==> config.mk <==
export PLATFORM = sky130hd
export DESIGN_NAME = regwb_arbiter_flat
export DESIGN_NICKNAME = d
export VERILOG_FILES = /design/src/rtl/regwb_pkg.sv /design/src/rtl/regwb_arbiter_if.sv /design/src/rtl/rr_arb2.sv /design/src/rtl/regwb_arbiter.sv /design/src/flat_wrapper.sv
export SDC_FILE = /design/constraint.sdc
export NUM_CORES = 1
export LEC_CHECK = 0
export CORE_UTILIZATION = 41
export DETAILED_ROUTE_END_ITERATION = 8
export HOLD_SLACK_MARGIN = 0.06
export PLACE_DENSITY = 0.73
export SYNTH_ARGS = -nofsm -noshare
export SYNTH_HDL_FRONTEND = slang
export SYNTH_HIERARCHICAL = 1
export SYNTH_SLANG_ARGS = --single-unit
==> constraint.sdc <==
create_clock -name clk -period 4.3 [get_ports clk]
set_input_delay 0.43 -clock clk [delete_from_list [all_inputs] [get_ports clk]]
set_output_delay 0.43 -clock clk [all_outputs]
set_load 0.005 [all_outputs]
==> src/rtl/regwb_pkg.sv <==
`default_nettype none
// ============================================================================
// Module      : regwb_pkg
// Description : Shared widths, types and helpers for the register write-back
//               arbiter and its two-way round-robin sub-arbiter.
// Revision    : 1.0 - initial release
// ============================================================================
package regwb_pkg;

  localparam int REG_ADDR_W = 5;
  localparam int DATA_W     = 32;
  localparam int NUM_REGS   = 32;

  typedef logic [REG_ADDR_W-1:0] reg_addr_t;
  typedef logic [DATA_W-1:0]     reg_data_t;

  // Requester index; REQ_ALU is the favoured side after reset.
  typedef enum logic [0:0] {
    REQ_ALU = 1'b0,
    REQ_MEM = 1'b1
  } req_idx_e;

  // The requester that was not just served.
  function automatic req_idx_e other_req(input req_idx_e idx);
    return (idx == REQ_ALU) ? REQ_MEM : REQ_ALU;
  endfunction

endpackage
`default_nettype wire

==> src/rtl/regwb_arbiter_if.sv <==
`default_nettype none
// ============================================================================
// Module      : regwb_arbiter_if
// Description : Bundle of requester handshakes, reservation/query ports and
//               register-file write port around the write-back arbiter.
// Revision    : 1.0 - initial release
// ============================================================================
interface regwb_arbiter_if;
  import regwb_pkg::*;

  // Requester 0: ALU write-back
  logic      req0_valid;
  reg_addr_t req0_addr;
  reg_data_t req0_data;
  logic      req0_ready;

  // Requester 1: memory-load write-back
  logic      req1_valid;
  reg_addr_t req1_addr;
  reg_data_t req1_data;
  logic      req1_ready;

  // Issue-side destination reservation
  logic      rsv_valid;
  reg_addr_t rsv_addr;

  // Hazard queries for rs / rt
  reg_addr_t q1_addr;
  reg_addr_t q2_addr;
  logic      q1_busy;
  logic      q2_busy;

  // Register-file write port and error flag
  reg_addr_t a3;
  reg_data_t writedata;
  logic      regwe;
  logic      stray_err;

  // Side that drives requests, reservations and queries
  modport master (
    output req0_valid, req0_addr, req0_data,
    input  req0_ready,
    output req1_valid, req1_addr, req1_data,
    input  req1_ready,
    output rsv_valid, rsv_addr,
    output q1_addr, q2_addr,
    input  q1_busy, q2_busy,
    input  a3, writedata, regwe, stray_err
  );

  // The arbiter itself
  modport slave (
    input  req0_valid, req0_addr, req0_data,
    output req0_ready,
    input  req1_valid, req1_addr, req1_data,
    output req1_ready,
    input  rsv_valid, rsv_addr,
    input  q1_addr, q2_addr,
    output q1_busy, q2_busy,
    output a3, writedata, regwe, stray_err
  );

endinterface
`default_nettype wire

==> src/rtl/rr_arb2.sv <==
`default_nettype none
// ============================================================================
// Module      : rr_arb2
// Description : Two-way round-robin arbiter. A lone request always wins; on a
//               tie the side not served most recently wins. The priority
//               pointer moves only when the caller reports a transfer.
// Revision    : 1.0 - initial release
// ============================================================================
module rr_arb2
  import regwb_pkg::*;
(
  input  wire logic       clk,
  input  wire logic       rst,
  input  wire logic [1:0] req,
  input  wire logic       advance,
  output logic      [1:0] gnt
);

  req_idx_e r_favour;
  req_idx_e w_favour_next;

  // Priority pointer; favours the ALU side out of reset
  always_ff @(posedge clk or posedge rst) begin
    if (rst) begin
      r_favour <= REQ_ALU;
    end else begin
      r_favour <= w_favour_next;
    end
  end

  // After a transfer, point at the side that was not just served
  always_comb begin
    w_favour_next = r_favour;
    if (advance && (gnt != 2'b00)) begin
      w_favour_next = other_req(gnt[1] ? REQ_MEM : REQ_ALU);
    end
  end

  // One-hot grant; ties resolved by the pointer
  always_comb begin
    gnt = 2'b00;
    case (req)
      2'b01:   gnt = 2'b01;
      2'b10:   gnt = 2'b10;
      2'b11:   gnt = (r_favour == REQ_ALU) ? 2'b01 : 2'b10;
      default: gnt = 2'b00;
    endcase
  end

endmodule
`default_nettype wire

==> src/rtl/regwb_arbiter.sv <==
`default_nettype none
// ============================================================================
// Module      : regwb_arbiter
// Description : Arbitrates ALU and memory write-backs onto a single register
//               file write port, tracks in-flight destinations in a pending
//               scoreboard for hazard queries, and flags write-backs to
//               registers that were never reserved.
// Revision    : 1.0 - initial release
// ============================================================================
module regwb_arbiter
  import regwb_pkg::*;
(
  input  wire logic     clk,
  input  wire logic     rst,
  regwb_arbiter_if.slave bus
);

  logic [1:0]          w_req;
  logic [1:0]          w_gnt;
  logic                w_xfer;
  reg_addr_t           w_addr;
  reg_data_t           w_data;
  logic                w_stray;
  logic                w_rsv_set;
  logic [NUM_REGS-1:0] w_pending_next;

  logic [NUM_REGS-1:0] r_pending;
  reg_addr_t           r_a3;
  reg_data_t           r_writedata;
  logic                r_regwe;
  logic                r_stray_err;

  assign w_req = {bus.req1_valid, bus.req0_valid};

  rr_arb2 u_arb (
    .clk     (clk),
    .rst     (rst),
    .req     (w_req),
    .advance (w_xfer),
    .gnt     (w_gnt)
  );

  // Readies are masked during reset so nothing can be accepted then
  assign bus.req0_ready = w_gnt[0] & ~rst;
  assign bus.req1_ready = w_gnt[1] & ~rst;

  assign w_xfer = (bus.req0_valid & bus.req0_ready) |
                  (bus.req1_valid & bus.req1_ready);

  assign w_rsv_set = bus.rsv_valid && (bus.rsv_addr != '0);

  // Select the winning requester's destination and payload
  always_comb begin
    w_addr = bus.req0_addr;
    w_data = bus.req0_data;
    if (bus.req1_ready) begin
      w_addr = bus.req1_addr;
      w_data = bus.req1_data;
    end
  end

  // A write-back is stray if its register is neither pending nor being claimed now
  always_comb begin
    w_stray = 1'b0;
    if (w_xfer && (w_addr != '0) && !r_pending[w_addr] &&
        !(w_rsv_set && (bus.rsv_addr == w_addr))) begin
      w_stray = 1'b1;
    end
  end

  // Scoreboard update: clear on write-back, then set on reservation so a
  // same-cycle set always wins; register 0 is never pending
  always_comb begin
    w_pending_next = r_pending;
    if (w_xfer && (w_addr != '0)) begin
      w_pending_next[w_addr] = 1'b0;
    end
    if (w_rsv_set) begin
      w_pending_next[bus.rsv_addr] = 1'b1;
    end
    w_pending_next[0] = 1'b0;
  end

  // Pending scoreboard register
  always_ff @(posedge clk or posedge rst) begin
    if (rst) begin
      r_pending <= '0;
    end else begin
      r_pending <= w_pending_next;
    end
  end

  // Register-file write port: load on transfer, single-cycle write enable
  always_ff @(posedge clk or posedge rst) begin
    if (rst) begin
      r_a3        <= '0;
      r_writedata <= '0;
      r_regwe     <= 1'b0;
    end else begin
      r_regwe <= w_xfer && (w_addr != '0);
      if (w_xfer) begin
        r_a3        <= w_addr;
        r_writedata <= w_data;
      end
    end
  end

  // Sticky stray-write flag, cleared only by reset
  always_ff @(posedge clk or posedge rst) begin
    if (rst) begin
      r_stray_err <= 1'b0;
    end else if (w_stray) begin
      r_stray_err <= 1'b1;
    end
  end

  assign bus.a3        = r_a3;
  assign bus.writedata = r_writedata;
  assign bus.regwe     = r_regwe;
  assign bus.stray_err = r_stray_err;

  // Hazard queries read the scoreboard directly; bit 0 is held at 0
  assign bus.q1_busy = r_pending[bus.q1_addr];
  assign bus.q2_busy = r_pending[bus.q2_addr];

endmodule
`default_nettype wire
==> src/flat_wrapper.sv <==
// flat-port wrapper written by rule: the top's interface ports become plain ports
module regwb_arbiter_flat import regwb_pkg::*;
  (clk, rst, bus_req0_valid, bus_req0_addr, bus_req0_data, bus_req0_ready, bus_req1_valid, bus_req1_addr, bus_req1_data, bus_req1_ready, bus_rsv_valid, bus_rsv_addr, bus_q1_addr, bus_q2_addr, bus_q1_busy, bus_q2_busy, bus_a3, bus_writedata, bus_regwe, bus_stray_err);
  regwb_arbiter_if bus_i ();
  input  wire logic clk;
  input  wire logic rst;
  input wire logic [$bits(bus_i.req0_valid)-1:0] bus_req0_valid;
  input wire logic [$bits(bus_i.req0_addr)-1:0] bus_req0_addr;
  input wire logic [$bits(bus_i.req0_data)-1:0] bus_req0_data;
  output wire logic [$bits(bus_i.req0_ready)-1:0] bus_req0_ready;
  input wire logic [$bits(bus_i.req1_valid)-1:0] bus_req1_valid;
  input wire logic [$bits(bus_i.req1_addr)-1:0] bus_req1_addr;
  input wire logic [$bits(bus_i.req1_data)-1:0] bus_req1_data;
  output wire logic [$bits(bus_i.req1_ready)-1:0] bus_req1_ready;
  input wire logic [$bits(bus_i.rsv_valid)-1:0] bus_rsv_valid;
  input wire logic [$bits(bus_i.rsv_addr)-1:0] bus_rsv_addr;
  input wire logic [$bits(bus_i.q1_addr)-1:0] bus_q1_addr;
  input wire logic [$bits(bus_i.q2_addr)-1:0] bus_q2_addr;
  output wire logic [$bits(bus_i.q1_busy)-1:0] bus_q1_busy;
  output wire logic [$bits(bus_i.q2_busy)-1:0] bus_q2_busy;
  output wire logic [$bits(bus_i.a3)-1:0] bus_a3;
  output wire logic [$bits(bus_i.writedata)-1:0] bus_writedata;
  output wire logic [$bits(bus_i.regwe)-1:0] bus_regwe;
  output wire logic [$bits(bus_i.stray_err)-1:0] bus_stray_err;
  assign bus_i.req0_valid = bus_req0_valid;
  assign bus_i.req0_addr = bus_req0_addr;
  assign bus_i.req0_data = bus_req0_data;
  assign bus_req0_ready = bus_i.req0_ready;
  assign bus_i.req1_valid = bus_req1_valid;
  assign bus_i.req1_addr = bus_req1_addr;
  assign bus_i.req1_data = bus_req1_data;
  assign bus_req1_ready = bus_i.req1_ready;
  assign bus_i.rsv_valid = bus_rsv_valid;
  assign bus_i.rsv_addr = bus_rsv_addr;
  assign bus_i.q1_addr = bus_q1_addr;
  assign bus_i.q2_addr = bus_q2_addr;
  assign bus_q1_busy = bus_i.q1_busy;
  assign bus_q2_busy = bus_i.q2_busy;
  assign bus_a3 = bus_i.a3;
  assign bus_writedata = bus_i.writedata;
  assign bus_regwe = bus_i.regwe;
  assign bus_stray_err = bus_i.stray_err;
  regwb_arbiter u_core (.clk(clk), .rst(rst), .bus(bus_i));
endmodule
# Word level (Yosys, flattened, before mapping)
# Index checks and enable logic that the tools add are counted.
# word_totals
wordCells,57
regBits,71
# op_classes
n_mux,19
eq_ne,4
n_lt_le_gt_ge,6
reduce_logical,13
n_bitwise,9
# op_table
operator,n
32-bit two-way mux,3
32-bit bitwise AND,1
32-bit NOT,1
32-bit OR,1
"5-bit by 6-bit less-than comparator with 1-bit output, second input constant",4
1-bit binary-select mux with 5-bit select,3
1-bit demux with 5-bit select,2
"5-bit by 1-bit >= comparator with 1-bit output, second input constant",2
5-bit nonzero test,2
1-bit logical AND,8
1-bit two-way mux,8
2-bit one-hot mux with 3 select lines,1
5-bit == test,1
5-bit two-way mux,1
1-bit bitwise AND,4
"2-bit == test, second input constant",2
"2-bit by 1-bit == test with 1-bit output, second input constant",1
1-bit logical NOT,2
2-bit two-way mux,1
2-bit nonzero test,1
1-bit NOT,1
1-bit OR,1

# Logic depth before layout (Yosys ltp)
# depth
ltp_word,13
depth_mapped,11

# By module
# The synthesis kept the hierarchy.
# modules_own_cells
mod,instances,seq_area_each_um2,cells_each,area_each_um2
regwb_arbiter,1,1751.7,433,4047.6
rr_arb2,1,25.0,7,58.8

# Worst setup path before layout
# OpenSTA, ideal clock, no wires.
# synth_timing
path_type,input to output
from,input bus_q1_addr[1]
to,output bus_q1_busy
required_ps,3870
slack_ps,1788
stages,4
arrival_ps,2082
n_path_buf,1
cell_sequence,clkbuf_1 -> mux4_2 -> mux4_2 -> mux2_2
# synth_between
elab_chain_cells,2
# synth_lines
element,line_no,text
from (decl),flat_wrapper.sv:17,input wire logic [$bits(bus_i.q1_addr)-1:0] bus_q1_addr;
1-bit binary-select mux with 5-bit select,regwb_arbiter.sv:123,assign bus.q1_busy = r_pending[bus.q1_addr];
1-bit two-way mux (not written as such),regwb_arbiter.sv:123,
to (decl),flat_wrapper.sv:19,output wire logic [$bits(bus_i.q1_busy)-1:0] bus_q1_busy;
# No other way between the ends. The select of a mux whose other input is x is not followed.

# Worst setup path after layout
# Same ends and word-level chain as after synthesis.

==> impl_metrics.ini <==
[grt]
grt_pass1_wl_um = 20500
grt_overflow = 0
grt_max_degree = 71
grt_util_all_layers_pct = 26.1
grt_pass1_vias = 3941
antenna_found_initial = 0

[synth]
synth_mux_area_share_pct = 16.5
ys_async_sr_fraction_pct = 100
yosys.area_share.xor_xnor_pct = 0.853
netlist_area_um2 = 4110
synth-warning-count = 6
synth-edff-count = 0
synthSimpleGateAreaFrac_pct = 18.4
synthCells = 440
synth_area_per_cell_um2 = 9.33
synth-seq-cells = 71
synthAdderAreaFrac_pct = 0
synth_compound_area_share_pct = 17.5
ys_seq_area_share_pct = 43.3
synth_top_family_by_area = simple AND/OR/NAND/NOR gates
syn_nets = 534
yosys_most_used_dff = dfrtp_1
synthDistinctLibCells = 44

[cells_and_area]
regArea_um2 = 1780
layout_commonest_cell = clkdlybuf4s50_1
syn_to_final_growth_pct = 41.5
multi_input_area_um2 = 2180
nets = 658
diodes = 0
mostFrequentLayoutCells = 136 x clkdlybuf4s50_1, 86 x nand2_1, 71 x dfrtp_1, 68 x o21ai_0, 39 x nor2_1
design_area_um2 = 5810
fillers = 887
drive_gt1_share_pct = 10.9
post-route-util_pct = 59.7

[sta]
rsz0062_at_grt = false
finalSetupViolCount = 0
fin_crit_ps = 3380
slew_headroom_pct = 38.4
max_freq_mhz = 296
tightest_slew_ps = 922
hold_viol = 0
drv_slew = 0
skew_ps = 8.13
fin_tns_setup_ps = 0
period_share_pct = 78.5

[clocking]
cts_tree = built
htree_num_levels = 3
clk_pin_slew_ps = 80
postCtsHoldBufs = 0
numClockSinks = 71
clock_latency_ps = 350
cts_resized = 0
cts_root_buf = clkbuf_8
post_cts_buffers = 0
clock_path_buffers = 2
cts-buffers-inserted = 9

[die]
dieArea_um2 = 10400
start_util_pct = 42.2
fp.dieH_um = 102
core_area_um2 = 9730
std_cell_rows = 36
fp.dieW_um = 102
io_pins = 137

[critical_path]
crit_slowest_cell = clkdlybuf4s50_1
r2r-start = u_core/u_arb/r_favour
crit_start = bus_q1_addr[1]
r2r-end = u_core/bus.stray_err
cp_data_arrival_time_ps = 2950
cp-end-kind = output port
slowest_delay_ps = 760
crit_path_start_kind = primary input
crit_required_ps = 3870
crit_end = bus_q1_busy
rr_worst_depth = 7
crit_fanout = 9
critical_path_class = in2out
r2r_slack_ps = 1420
path_cells = clkdlybuf4s50_1, mux4_2, mux4_2, mux2_2, clkdlybuf4s50_1

[outcome]
status = finished clean

[drt]
vias = 4027
wl_per_cell_um = 18.6
drc = 0
first_pass_iters = 5
ant_nets = 0
wl_met2_um = 6180
dr_wl_met3_um = 1430
drtIter0Drc = 261
drt-met1-wl_um = 5000
routed.top_layer = met4
routed_via_density = 5.74
drt-total-wl_um = 13000

[power_and_ir_drop]
switchingPower_uw = 802
power_mw = 2.64
sw_frac_of_total_pct = 30.4
ir_worst_vdd_mv = 0.203
p_comb_share_pct = 33.7
internal_power_mw = 1.84
p_clk_share_pct = 26.3
seqPwrFrac_pct = 40.0
powerDensity_nw_per_um2 = 455
leakagePower_nw = 2.29

[placed_design]
placed_area_um2 = 5550
gp_congestion = 1.01
hpwl_um = 9660
io_buffers = 136

[job]
drv_cap = 0

[hold_path]
hp-class = in2async
[synthesized netlist by cell type (3+ instances only)]
master	n	share of area [%]
a31oi_1	35	5.3
nand2b_1	9	1.4
mux2_2	4	1.1
nand2_1	86	7.9
xor2_1	4	0.85
nor2b_1	6	0.91
o21ai_0	68	8.3
nor2_1	39	3.6
dfrtp_1	71	43
clkbuf_1	21	1.9
or3_1	3	0.46
buf_1	3	0.27
or2_2	5	0.76
mux4_2	23	13
a21oi_1	6	0.73
nor3_1	3	0.37
inv_1	7	0.64
mux2i_1	7	1.7
nand3_1	9	1.1
[worst min path at each step]
stage and to:
3_5_place_dp u_core/bus.a3[2], 3_3_place_gp u_core/bus.a3[2], 5_1_grt u_core/u_arb/r_favour, 4_1_cts u_core/u_arb/r_favour, 2_1_floorplan u_core/u_arb/r_favour, 6_report u_core/u_arb/r_favour
[final cells by class]
| type | count | area share (%) |
|---|---|---|
| clock inverters | 4 | 1.70 |
| repair buffers | 140 | 23.9 |
| inverters | 8 | 0.517 |
| clock buffers | 12 | 2.84 |
| well taps | 133 | 2.86 |
| multi-input cells | 334 | 37.6 |
| flip-flops and latches | 71 | 30.6 |
[power groups by stage]
stage	combinational (mW)	clock, mW	sequential [mW]
2_1_floorplan	0.447	0	0.998
3_3_place_gp	0.871	0	1.05
3_5_place_dp	0.891	0	1.06
4_1_cts	0.895	0.705	1.05
5_1_grt	0.972	0.731	1.08
6_report	0.890	0.694	1.06
[metal layers]
metal / global-route usage, % / up-vias
met3: 7.73 / 44
met2: 41.7 / 226
met5: 0 / -
met1: 32.7 / 1926
met4: 12.4 / 0
li1: - / 1831
[logic make-up after synthesis]
group	count (synthesis)
flip-flops	71
buffers and inverters	35
AO/OA/AOI/OAI	124
AND/OR/NAND/NOR	169
multiplexers	37
XOR/XNOR	4
[worst max-delay path, delay by kind of cell]
family | cells | cell delay, ps
mux | 3 | 1310
buf+inv | 2 | 1200
[through the flow]
step                      instances  hold slack [ps]  setup slack, ps
after global placement          686              470              972
after detailed placement        686              476              866
after CTS                       702              362              898
final                           702              378              925
after global routing            702              404              826
after floorplan                 440              159             1790
[registers in the layout, indices dropped and copies added, names as in the netlist]
name	flops
u_core/u_arb/r_favour	1
u_core/bus.a3	5
u_core/r_pending	31
u_core/bus.writedata	32
u_core/bus.stray_err	1
u_core/bus.regwe	1
Note: power is estimated with default switching activity, not from simulation.
